### src/rtl/controle_spawn_aste.sv
// Spawn scheduler: walks the spawn ROM and offers one entry per period over valid/ready.
// Optional SPAWN_ALEATORIO_EN selects the next entry from an 8-bit LFSR; timing is the same in both builds.
module controle_spawn_aste #(
  parameter int PERIODO    = 1000,
  parameter int N_ENTRADAS = 4
) (
  input  logic       clk,
  input  logic       reset,
  input  logic       iniciar,
  input  logic       parar,
  output logic [3:0] rom_addr,
  input  logic [9:0] rom_q,
  output logic       spawn_valid,
  input  logic       spawn_ready,
  output logic [3:0] spawn_x,
  output logic [3:0] spawn_y,
  output logic [1:0] spawn_dir,
  output logic       ativo
);

  typedef enum logic [2:0] {OCIOSO, LE, CAPTURA, OFERECE, ESPERA} estado_t;

  localparam logic [3:0]  ULTIMO  = 4'(N_ENTRADAS - 1);
  localparam logic [15:0] RECARGA = 16'(PERIODO - 1);

  estado_t     estado, estado_prox;
  logic [3:0]  indice, indice_prox;
  logic [15:0] contador, contador_prox;
  logic        valid_prox;
  logic [3:0]  x_prox, y_prox;
  logic [1:0]  dir_prox;
  logic [3:0]  seq_prox;
  logic [3:0]  avanco;
  logic        aceite;

  assign seq_prox = (indice == ULTIMO) ? 4'd0 : indice + 4'd1;
  // A stop on the same edge as a handshake discards the handshake.
  assign aceite   = (estado == OFERECE) && spawn_ready && !parar;

`ifdef SPAWN_ALEATORIO_EN
  logic [7:0] lfsr;

  always_comb begin
    avanco = seq_prox;
    if (int'(lfsr[3:0]) < N_ENTRADAS) avanco = lfsr[3:0];
  end

  always_ff @(posedge clk or posedge reset) begin
    if (reset)       lfsr <= 8'h01;
    else if (aceite) lfsr <= {lfsr[6:0], lfsr[7] ^ lfsr[5] ^ lfsr[4] ^ lfsr[3]};
  end
`else
  assign avanco = seq_prox;
`endif

  always_comb begin
    estado_prox   = estado;
    indice_prox   = indice;
    contador_prox = contador;
    valid_prox    = spawn_valid;
    x_prox        = spawn_x;
    y_prox        = spawn_y;
    dir_prox      = spawn_dir;
    if (parar) begin
      estado_prox   = OCIOSO;
      valid_prox    = 1'b0;
      contador_prox = 16'd0;
    end else begin
      case (estado)
        OCIOSO:  if (iniciar) estado_prox = LE;
        LE:      estado_prox = CAPTURA;
        CAPTURA: begin
          x_prox      = rom_q[9:6];
          y_prox      = rom_q[5:2];
          dir_prox    = rom_q[1:0];
          valid_prox  = 1'b1;
          estado_prox = OFERECE;
        end
        OFERECE: if (spawn_ready) begin
          valid_prox    = 1'b0;
          indice_prox   = avanco;
          contador_prox = RECARGA;
          estado_prox   = ESPERA;
        end
        ESPERA: begin
          if (contador == 16'd0) estado_prox = LE;
          else                   contador_prox = contador - 16'd1;
        end
        default: estado_prox = OCIOSO;
      endcase
    end
  end

  always_ff @(posedge clk or posedge reset) begin
    if (reset) begin
      estado      <= OCIOSO;
      indice      <= 4'd0;
      contador    <= 16'd0;
      spawn_valid <= 1'b0;
      spawn_x     <= 4'd0;
      spawn_y     <= 4'd0;
      spawn_dir   <= 2'd0;
    end else begin
      estado      <= estado_prox;
      indice      <= indice_prox;
      contador    <= contador_prox;
      spawn_valid <= valid_prox;
      spawn_x     <= x_prox;
      spawn_y     <= y_prox;
      spawn_dir   <= dir_prox;
    end
  end

  assign rom_addr = indice;
  assign ativo    = (estado != OCIOSO);

endmodule

### config.mk
export PLATFORM = sky130hd
export DESIGN_NAME = controle_spawn_aste
export DESIGN_NICKNAME = d
export VERILOG_FILES = /design/src/rtl/controle_spawn_aste.sv
export SDC_FILE = /design/constraint.sdc
export NUM_CORES = 1
export LEC_CHECK = 0
export CAP_MARGIN = 30
export CORE_MARGIN = 2
export CORE_UTILIZATION = 30
export CTS_CLUSTER_DIAMETER = 40
export DETAILED_ROUTE_END_ITERATION = 12
export PLACE_DENSITY = 0.63
export SYNTH_ARGS = -nofsm -noshare
export SYNTH_HDL_FRONTEND = slang
export SYNTH_SLANG_ARGS = --single-unit
### constraint.sdc
create_clock -name clk -period 1.83 [get_ports clk]
set_input_delay 0.549 -clock clk [delete_from_list [all_inputs] [get_ports clk]]
set_output_delay 0.549 -clock clk [all_outputs]
set_load 0.05 [all_outputs]
==> results.toml, run 1 <==
[finish]
drive_gt1_frac = 0.430
utilization = 0.453
final_nets = 265
antenna_cells = 0
area_growth_pct = 47.4

[yosys]
synth-async-reset-ratio = 1.00
synth_fp_nets = 196
syn-cell-area_um2 = 1930
ys_ff_latch = 34
ys.flop_type = "dfrtp_1"
yosysWarnings = 0
yosysTopAreaCellShare = 0.441
synth_cell_types = 58
synth_edf_count = 0
syn_avg_cell_area_um2 = 10.8
synth_largest_area_cell = "dfrtp_1"
ys_seq_area_frac = 0.441
synthTopCellsByArea = "dfrtp_1 (44%), mux2_2 (5.8%), a31oi_1 (2.9%)"
syn_inst = 179

[power]
ir_drop_mv = 0.974
p_total_w = 0.00341
power_leakage_nw = 1.25
p_per_area_nw_per_um2 = 1200

[placement]
dp_hpwl_mm = 3.48
gp_congestion = 0.866
numPortBuffers = 30
pre_cts_ws_ns = -0.299

[detailed_routing]
via_per_inst = 5.33
wl_mm = 4.83
drc = 0
ant_nets = 0
dr.pass1.iters = 4
drtIter0Drc = 125
wl_per_cell_um = 14.8
num_vias = 1736

[critical_path]
rr_startpoint = "contador[0]$_DFFE_PP0P_"
start_kind = "flop"
slowest_stage = "or3b_4"
slowest_delay_ns = 0.41
cp.required_ns = 2.02
worstSetupStartpoint = "contador[0]$_DFFE_PP0P_"
cp_top_family = "simple AND/OR/NAND/NOR gates"
rr_worst_depth = 6
cp.depth = 6
worst-path-buf-inv = 1
path_max_fanout = 4
worstPathArrival_ns = 2.01
cp_cell_sequence = "inv_1, ha_2, or3b_4, nor3_4, a31oi_4, mux2_4"
endpoint_kind = "flop"
path_class = "flop to flop"

[die]
die_area_um2 = 7090
die-height_um = 84.2
rows = 29
start_util = 0.308
io_pins = 31
die_w_um = 84.2
fp.coreArea_um2 = 6280

[sta]
worst_pin_slew_ns = 0.440
post-route-min-period_ns = 1.82
period_share = 0.995
finalSetupTns_ns = 0
setup_viol = 0
slew_viol_final = 0
fin_skew_ns = 0.00704
relSlewSlack = 0.704
fmax_mhz = 549
hold_viol = 0
rsz0062_at_grt = "true"
fin_ws_ns = 0.00937

[global_routing]
grt_max_degree = 35
grt_pass1_vias = 1664
use_met2 = 0.222
antenna_found_initial = 0
grt-ovfl-total = 0
grt_pass1_wl_mm = 8.27
grt.busiest_layer = "met2"
grtUsageMet1 = 0.199
grtUsageMet3 = 0.0295
grt_usage = 0.145

[flow_run]
cap_violations = 0

[clocking]
cts_num_sinks = 34
clockBufferDepth = 2
clock_tree.root_cell = "clkbuf_8"
cts.htree.levels = 2
cts_tree = "yes"
insertion_delay_ns = 0.30
cts_buffers = 5
path_clk_slew_ns = 0.07

[status]
status = "finished, final reports clean"

[worst_hold_path]
hold_path_depth = 1
min_from = "spawn_y[0]$_DFFE_PP0P_"
worstHoldPathType = "flop to flop"
[cell usage in the layout, fill, tap and decap left out, drive strengths merged, types with 6 or more instances in the layout]
master          n
o21ai           9
clkbuf          6
nand2          12
nor3            9
nor4            6
a31oi          10
mux2           12
buf            57
clkdlybuf4s50  13
dfrtp          34
inv             7
nand4           7
or3             6
nor2            9
[area by class of cell]
cell class	count	area, um2
repair buffers	71	641
inverters	7	26.3
well taps	77	96.3
multi-input cells	129	1080
flip-flops and latches	34	855
clock inverters	2	60.1
clock buffers	6	82.6
fillers	580	3430
[worst reg2reg max path: stages (launching register included)]
cell and delay [ns]:
dfrtp_1 0.39, inv_1 0.06, ha_2 0.19, or3b_4 0.41
nor3_4 0.20, a31oi_4 0.15, mux2_4 0.32
[layer usage]
metal,routed length (um),up-vias
li1,-,836
met1,2260,865
met2,2330,29
met3,158,6
met4,91,0
met5,0,-
[logic make-up (layout without fill, tap and decap cells)]
group	count (synthesis)	after routing	synth area share
xor+xnor	1	1	0.00454
fa+ha+maj	2	2	0.0130
buf+inv	16	86	0.0447
mux	12	12	0.0739
simple gates	68	68	0.240
compound gates	46	46	0.183
flops	34	34	0.441
[path summary, 6_finish.rpt]
path / end / slack [ns]
min: spawn_y[0]$_DFFE_PP0P_ / 0.51
max: contador[1]$_DFFE_PP0P_ / 0.009
min in group asynchronous: contador[14]$_DFFE_PP0P_ / 0.59
max reg2reg: contador[1]$_DFFE_PP0P_ / 0.009
min reg2reg: spawn_y[0]$_DFFE_PP0P_ / 0.51
max in group asynchronous: estado[2]$_DFFE_PP0P_ / 1.04
[stage by stage]
stage          hold slack (ns)  area [um2]  std cells
5_1_grt                  0.541        2850        326
3_3_place_gp             0.491        2550        311
2_1_floorplan            0.489        1930        179
6_report                 0.509        2850        326
4_1_cts                  0.513        2750        320
3_5_place_dp             0.496        2550        311
[synthesized netlist by cell type (all sizes together), types with 3 or more instances]
cell / n
or3: 6
o31ai: 3
dfrtp: 34
nand3: 5
mux2: 12
a31oi: 10
nor2: 9
nand2: 12
nand4: 7
inv: 7
nor3: 9
a21oi: 5
or3b: 3
o21ai: 9
buf: 7
nor4: 6
[flip-flops by register name, indices dropped and copies added (netlist names)]
name and count:
contador 16, estado 3, rom_addr 4, spawn_dir 2, spawn_valid 1, spawn_x 4
spawn_y 4
[timing repair]
item                                    in CTS  in global routing
resized for setup                            9                  9
pin swaps                                    2                  6
endpoints found under the setup margin       7                 31
hold buffers                                 0                  0
buffers inserted                             1                  6
[where the power goes]
part	total [W]	internal (W)	switching (W)
combinational	0.00146	0.000595	0.000868
sequential	0.00108	0.000923	0.000154
clock	0.000873	0.000581	0.000292
total	0.00341	0.00210	0.00131
(Power assumes the default switching activity.)
==> inputs of run 2 (changes only) <==
CORE_UTILIZATION = 25   (was 30)
PLACE_DENSITY = 0.54   (was 0.63)
clock period = 2.1 ns   (was 1.83 ns; I/O delays follow)
==> run 2 against run 1 <==
  * Sequential share of layout area grew 2.9 points
  * Via count shrank 6.0%
  * First-iteration DRC count shrank 5.6%
  * Final area shrank 9.1%
  * Combinational power shrank 23%
  * Core utilization shrank 11 points
  * Final cell count grew 1.8%
  * Largest cell class unchanged
  * Largest power group unchanged
==> results.toml, run 2 (synthesis gave the netlist of run 1 again) <==
[status]
status = "finished, final reports clean"

[detailed_routing]
via_per_inst = 4.92
ant_nets = 0
num_vias = 1632
drc = 0
wl_mm = 4.77
wl_per_cell_um = 14.4
dr.pass1.iters = 4
drtIter0Drc = 118

[sta]
worst_pin_slew_ns = 0.462
setup_viol = 0
fmax_mhz = 495
period_share = 0.962
fin_skew_ns = 0.00497
post-route-min-period_ns = 2.02
finalSetupTns_ns = 0
fin_ws_ns = 0.0800
slew_viol_final = 0
rsz0062_at_grt = "false"
hold_viol = 0
relSlewSlack = 0.689

[placement]
dp_hpwl_mm = 3.39
numPortBuffers = 30
pre_cts_ws_ns = -0.108
gp_congestion = 0.805
postPlaceCellArea_um2 = 2440

[die]
fp.coreArea_um2 = 7610
rows = 32
die-height_um = 91.9
io_pins = 31
start_util = 0.254
die_area_um2 = 8440
die_w_um = 91.9

[power]
power_leakage_nw = 1.12
p_per_area_nw_per_um2 = 1100
ir_drop_mv = 0.289
p_total_w = 0.00283

[global_routing]
antenna_found_initial = 0
grt_pass1_wl_mm = 8.16
grt_usage = 0.121
grt-ovfl-total = 0
grt_max_degree = 35
grt_pass1_vias = 1608

[clocking]
cts_buffers = 5
clockBufferDepth = 2
path_clk_slew_ns = 0.07
cts_tree = "yes"
clock_tree.root_cell = "clkbuf_8"
cts_resized = 0
postCtsHoldBufs = 0
cts.htree.levels = 2
insertion_delay_ns = 0.29
cts_post_setup_buffers_inserted = 0
cts_num_sinks = 34

[finish]
regArea_um2 = 852
design_area_um2 = 2590
drive_gt1_frac = 0.339
fill_cells = 811
top_register = "contador"
layout_common_cells = "buf_4 (37), dfrtp_1 (33), clkdlybuf4s50_1 (14)"
largest_register_ff_count = 16
multiInputGateArea_um2 = 1000
final_nets = 246
layout_commonest_cell = "buf_4"
antenna_cells = 0
area_growth_pct = 34.0

[critical_path]
slowest_stage = "dfrtp_1"
endpoint_kind = "output port"
path_max_fanout = 14
cp_cell_sequence = "or3_1, buf_4"
cp.required_ns = 1.47
path_class = "flop to output port"
slowest_delay_ns = 0.53
worstPathArrival_ns = 1.39
start_kind = "flop"

[flow_run]
cap_violations = 0

[worst_hold_path]
worstHoldPathType = "flop to flop"
run 2: cell count changes in the layout (fill, tap and decap cells not counted), sizes merged:
cell	before	now
buf	57	38
clkdlybuf4s50	13	14
dlymetal6s2s	1	0
run 2: power breakdown:
| part | total (W) | internal (W) | leakage, nW | switching, W |
|---|---|---|---|---|
| Sequential | 0.000936 | 0.000803 | 0.438 | 0.000133 |
| Clock | 0.000771 | 0.000507 | 0.0714 | 0.000265 |
| Combinational | 0.00113 | 0.000426 | 0.607 | 0.000700 |
run 2: stage by stage:
stage	instances	hold slack (ns)	utilization
final	332	0.512	0.340
after floorplan	179	0.489	-
after global routing	332	0.526	0.340
after global placement	324	0.491	0.321
after CTS	332	0.515	0.340
after detailed placement	324	0.497	0.321
run 2: worst paths after layout:
kind	slack, ns	cells after the start	end	from
max reg2reg	0.16	6	contador[0]$_DFFE_PP0P_	contador[0]$_DFFE_PP0P_
min reg2reg	0.51	1	spawn_y[1]$_DFFE_PP0P_	spawn_y[1]$_DFFE_PP0P_
max in group asynchronous	1.02	3	estado[0]$_DFFE_PP0P_	reset
min in group asynchronous	0.73	3	spawn_dir[1]$_DFFE_PP0P_	reset
min	0.51	1	spawn_y[1]$_DFFE_PP0P_	spawn_y[1]$_DFFE_PP0P_
max	0.08	2	ativo	estado[1]$_DFFE_PP0P_
run 2: layout make-up:
| class | count | area share |
|---|---|---|
| multi-input cells | 129 | 0.387 |
| well taps | 102 | 0.0493 |
| repair buffers | 52 | 0.169 |
| flip-flops and latches | 34 | 0.329 |
| inverters | 7 | 0.0102 |
| clock inverters | 2 | 0.0232 |
| clock buffers | 6 | 0.0319 |
run 2: worst max-delay path, delay by kind of cell, from the launching register on:
family,cells,cell delay (ns)
buffers and inverters,1,0.20
AND/OR/NAND/NOR,1,0.37
flip-flops,1,0.53
run 2: routing by layer:
layer  vias to the layer above  routed length, um  global-route usage
met5                         -                  0                   0
met4                         0                 91              0.0485
met3                         9                167              0.0255
met2                        35               2200               0.181
met1                       789               2300               0.169
li1                        799                  -                   -
